### config.mk
export PLATFORM = sky130hd
export DESIGN_NAME = gerador_passos
export DESIGN_NICKNAME = d
export VERILOG_FILES = /design/src/rtl/gerador_passos.sv
export SDC_FILE = /design/constraint.sdc
export NUM_CORES = 1
export LEC_CHECK = 0
export ABC_AREA = 0
export CORE_MARGIN = 3
export CORE_UTILIZATION = 55
export DETAILED_ROUTE_END_ITERATION = 10
export PLACE_DENSITY = 0.89
export SYNTH_ARGS = -nofsm -noshare
export SYNTH_HDL_FRONTEND = slang
export SYNTH_SLANG_ARGS = --single-unit
### constraint.sdc
create_clock -name clk -period 8 [get_ports clk]
set_clock_uncertainty 0.2 [all_clocks]
set_input_delay 2 -clock clk [delete_from_list [all_inputs] [get_ports clk]]
set_output_delay 2 -clock clk [all_outputs]
set_load 0.03 [all_outputs]
### src/rtl/gerador_passos.sv
// gerador_passos: steps a downstream up/down counter toward a target with spaced single-cycle pulses
module gerador_passos #(
    parameter int VALOR_INICIAL = 106,
    parameter int INTERVALO     = 4
) (
    input  logic       clk,
    input  logic       rst,
    input  logic [7:0] alvo,
    input  logic       iniciar,
    input  logic       abortar,
    output logic       acrescer,
    output logic       decrecer,
    output logic [7:0] espelho,
    output logic       ocupado,
    output logic       pronto
);
    typedef enum logic [1:0] {OCIOSO, PASSO, ESPERA, FIM} estado_t;
    estado_t    estado_q;
    logic [7:0] espelho_q, alvo_q, espera_q;
    logic       subida_q, acrescer_q, decrecer_q, ocupado_q, pronto_q;
    logic [7:0] espelho_d;
    assign espelho_d = subida_q ? espelho_q + 8'd1 : espelho_q - 8'd1;
    assign acrescer  = acrescer_q;
    assign decrecer  = decrecer_q;
    assign espelho   = espelho_q;
    assign ocupado   = ocupado_q;
    assign pronto    = pronto_q;
    // Move FSM; every output is set on the edge that enters the state it belongs to
    always_ff @(posedge clk or posedge rst) begin
        if (rst) begin
            estado_q   <= OCIOSO;
            espelho_q  <= 8'(VALOR_INICIAL);
            alvo_q     <= 8'(VALOR_INICIAL);
            espera_q   <= '0;
            subida_q   <= 1'b0;
            acrescer_q <= 1'b0;
            decrecer_q <= 1'b0;
            ocupado_q  <= 1'b0;
            pronto_q   <= 1'b0;
        end else begin
            acrescer_q <= 1'b0;
            decrecer_q <= 1'b0;
            pronto_q   <= 1'b0;
            case (estado_q)
                OCIOSO: if (iniciar) begin
                    alvo_q   <= alvo;
                    subida_q <= alvo > espelho_q;
                    if (alvo == espelho_q) begin
                        estado_q <= FIM;
                        pronto_q <= 1'b1;
                    end else begin
                        estado_q   <= PASSO;
                        ocupado_q  <= 1'b1;
                        acrescer_q <= alvo > espelho_q;
                        decrecer_q <= alvo < espelho_q;
                    end
                end
                PASSO: begin
                    espelho_q <= espelho_d;
                    if (abortar || espelho_d == alvo_q) begin
                        estado_q  <= FIM;
                        ocupado_q <= 1'b0;
                        pronto_q  <= 1'b1;
                    end else begin
                        estado_q <= ESPERA;
                        espera_q <= 8'(INTERVALO - 2);
                    end
                end
                ESPERA: if (abortar) begin
                    estado_q  <= FIM;
                    ocupado_q <= 1'b0;
                    pronto_q  <= 1'b1;
                end else if (espera_q == 8'd0) begin
                    estado_q   <= PASSO;
                    acrescer_q <= subida_q;
                    decrecer_q <= !subida_q;
                end else begin
                    espera_q <= espera_q - 8'd1;
                end
                FIM: estado_q <= OCIOSO;
                default: estado_q <= OCIOSO;
            endcase
        end
    end
endmodule

==> results_dict.tcl <==
set metrics [dict create \
    worst_slew_pin_slew_ns 0.6563 \
    synthMuxAreaShare 0.04731 \
    grt_max_degree 32 \
    drt-vias-per-instance 6.107 \
    core_area_um2 3854 \
    rsz0062_at_grt "false" \
    async_reset_ff_frac 1.000 \
    drive_gt1_frac 0.1148 \
    ys_types 52 \
    floorplan.rows 22 \
    ys_ff_latch 31 \
    ys_top_cells_by_area "dfrtp_1 25%, ha_1 11%, dfstp_2 9.1%" \
    yosys.area_share.simple 0.1800 \
    crit_family "compound AO/OA/AOI/OAI gates" \
    hold_viol 0 \
    final-setup-viol-count 0 \
    critPathMaxFanout 2 \
    grt_pass1_vias 1802 \
    postCtsSetupBuffers 0 \
    dieArea_um2 4996 \
    worstPathCellList "clkdlybuf4s50_1, ha_1, nor2b_1, o21a_1, o21a_1, o21ai_0, a211oi_1, o21ai_0, nand2_1" \
    finalMaxSlewViolations 0 \
    port_buffers 23 \
    maxCapViolCount 0 \
    cts.clk_slew.worst_paths_ns 0.06 \
    max_slew_margin 0.5624 \
    wl_per_cell_um 15.86 \
    syn_to_final_growth_pct 13.98 \
    antenna_found_initial 0 \
    route.detailed.drc 0 \
    synth.top_cell.area_share 0.2501 \
    seq_area_frac_synth 0.3415 \
    routed_wl_um 5042 \
    syn_nets 282 \
    htreeDepth 2 \
    die_x_um 70.68 \
    cp-end-kind "flip-flop" \
    clock-sinks 31 \
    cts_buffers 5 \
    top_usage_layer "met2" \
    status "finished clean" \
    synthXorXnorAreaFrac 0.04948 \
    gp_congestion 0.8864 \
    first_pass_iters 4 \
    clk_latency_ns 0.28 \
    syn_area_um2 2301 \
    crit_buf_inv 1 \
    drtAntennaViolNets 0 \
    fill_cells 308 \
    syn_inst 249 \
    num_antenna_cells 0 \
    use_met2 0.3182 \
    worstSetupPathType "input pin to flip-flop" \
    cp_data_arrival_time_ns 3.90 \
    max_freq_mhz 253.8 \
    dp_hpwl_um 3666 \
    slowest_stage "clkdlybuf4s50_1" \
    syn_avg_cell_area_um2 9.241 \
    hp-class "flip-flop to flip-flop" \
    slowest_delay_ns 0.42 \
    cp.required_ns 7.96 \
    yosys_warnings 0 \
    root_buffer "clkbuf_8" \
    vias 1942 \
    clock_path_buffers 2 \
    yosys.area_share.adder 0.1175 \
    period_share 0.4925 \
    drtIter0Drc 127 \
    ios 24 \
    ys.flop_type "dfrtp_1" \
    die_h_um 70.68 \
    use_met3 0.03835 \
    grt_overflow_total 0 \
    cts_resized 0 \
    crit_path_start_kind "input pin" \
    hold_buffers 0 \
    start_util 0.5971 \
    synth_enable_flop_cells 0 \
    synth_top_cell_by_area "dfrtp_1" \
    layout.nets 302 \
    final.setup.tns_ns 0 \
    synth_compound_area_frac 0.2066 \
    cts_tree "yes" \
    grt_usage 0.2125 \
    synth_top_family_by_area "compound AO/OA/AOI/OAI gates" \
    min_period_ns 3.940 \
    grt_pass1_wl_um 8562 \
    met1_usage 0.3107 \
]
==> layout make-up <==
type	instances	area, µm²	share of cell area
sequential	31	785.8	0.2996
clock buffer	7	76.32	0.02910
clock inverter	1	5.005	0.001908
timing repair buffer	24	237.7	0.09065
multi-input combinational	187	1383	0.5272
inverter	20	75.07	0.02863
tap	48	60.06	0.02290
==> registers in the layout, summed over array words and instances, names as in the netlist <==
register / cells
acrescer: 1
alvo_q: 8
decrecer: 1
espelho: 8
espera_q: 8
estado_q: 2
ocupado: 1
pronto: 1
subida_q: 1
==> synthesized netlist by cell type, types with 2 or more instances <==
cell / n
dfrtp_1: 23
ha_1: 20
inv_1: 20
nand2_1: 17
nor2_1: 13
nand2b_1: 11
o21ai_0: 11
a31oi_1: 9
xnor2_1: 9
a21oi_1: 8
clkbuf_1: 8
dfstp_2: 8
mux2_2: 7
nand3_1: 7
a211oi_1: 6
nor3_1: 6
nand4_1: 4
nor4b_1: 4
xor2_1: 4
mux2i_1: 3
nor2b_1: 3
o21a_1: 3
o21ai_1: 3
o22ai_1: 3
o31ai_1: 3
a211o_1: 2
a211oi_2: 2
a2bb2oi_1: 2
a41oi_1: 2
and3_1: 2
buf_6: 2
o211ai_1: 2
or2_2: 2
or3_1: 2
==> path summary, 6_finish.rpt <==
check,startpoint,end,slack [ns],cells past startpoint
max in group asynchronous,rst,alvo_q[6]$_DFFE_PP1P_,5.37,3
worst min register to register,alvo_q[0]$_DFFE_PP0P_,alvo_q[0]$_DFFE_PP0P_,0.31,2
min in group asynchronous,rst,espera_q[3]$_DFFE_PP0P_,1.90,3
worst max register to register,subida_q$_DFFE_PP0P_,espera_q[3]$_DFFE_PP0P_,4.52,9
worst max-delay path,alvo[1],subida_q$_DFFE_PP0P_,4.06,9
worst min-delay path,alvo_q[0]$_DFFE_PP0P_,alvo_q[0]$_DFFE_PP0P_,0.31,2
==> through the flow <==
stage | worst slack (ns) | util | std cells | area (µm²) | hold WS, ns
final | 4.060 | 0.6805 | 318 | 2623 | 0.3051
after global routing | 3.906 | 0.6805 | 318 | 2623 | 0.3254
after CTS | 4.064 | 0.6805 | 318 | 2623 | 0.3125
after detailed placement | 3.775 | 0.6594 | 310 | 2541 | 0.2981
after global placement | 3.946 | 0.6594 | 310 | 2541 | 0.2818
after floorplan | 4.449 | - | 249 | 2301 | 0.2518
==> tightest hold or removal path: stages, from the launching register on <==
cell     delay, ns
dfrtp_1       0.35
nand2_1       0.05
o21ai_0       0.06
==> routing by layer <==
layer,up-vias,share of wire
li1,943,-
met1,945,0.46
met2,45,0.48
met3,9,0.045
met4,0,0.014
met5,-,0
==> cell families after synthesis <==
family / after synthesis
simple gates: 77
compound gates: 66
buf+inv: 31
flops: 31
fa+ha+maj: 21
xor+xnor: 13
mux: 10
==> cells in the final DEF (no fill, tap or decap), types with 9 or more instances in the layout <==
| master | instances |
|---|---|
| nor2_1 | 13 |
| a31oi_1 | 9 |
| nand2b_1 | 11 |
| clkdlybuf4s50_1 | 23 |
| nand2_1 | 17 |
| ha_1 | 20 |
| inv_1 | 20 |
| o21ai_0 | 11 |
| dfrtp_1 | 23 |
| xnor2_1 | 9 |
Power is left out: the tool's default activity adds up to more than one toggle a clock period on the data nets, which glitch-free logic cannot reach.
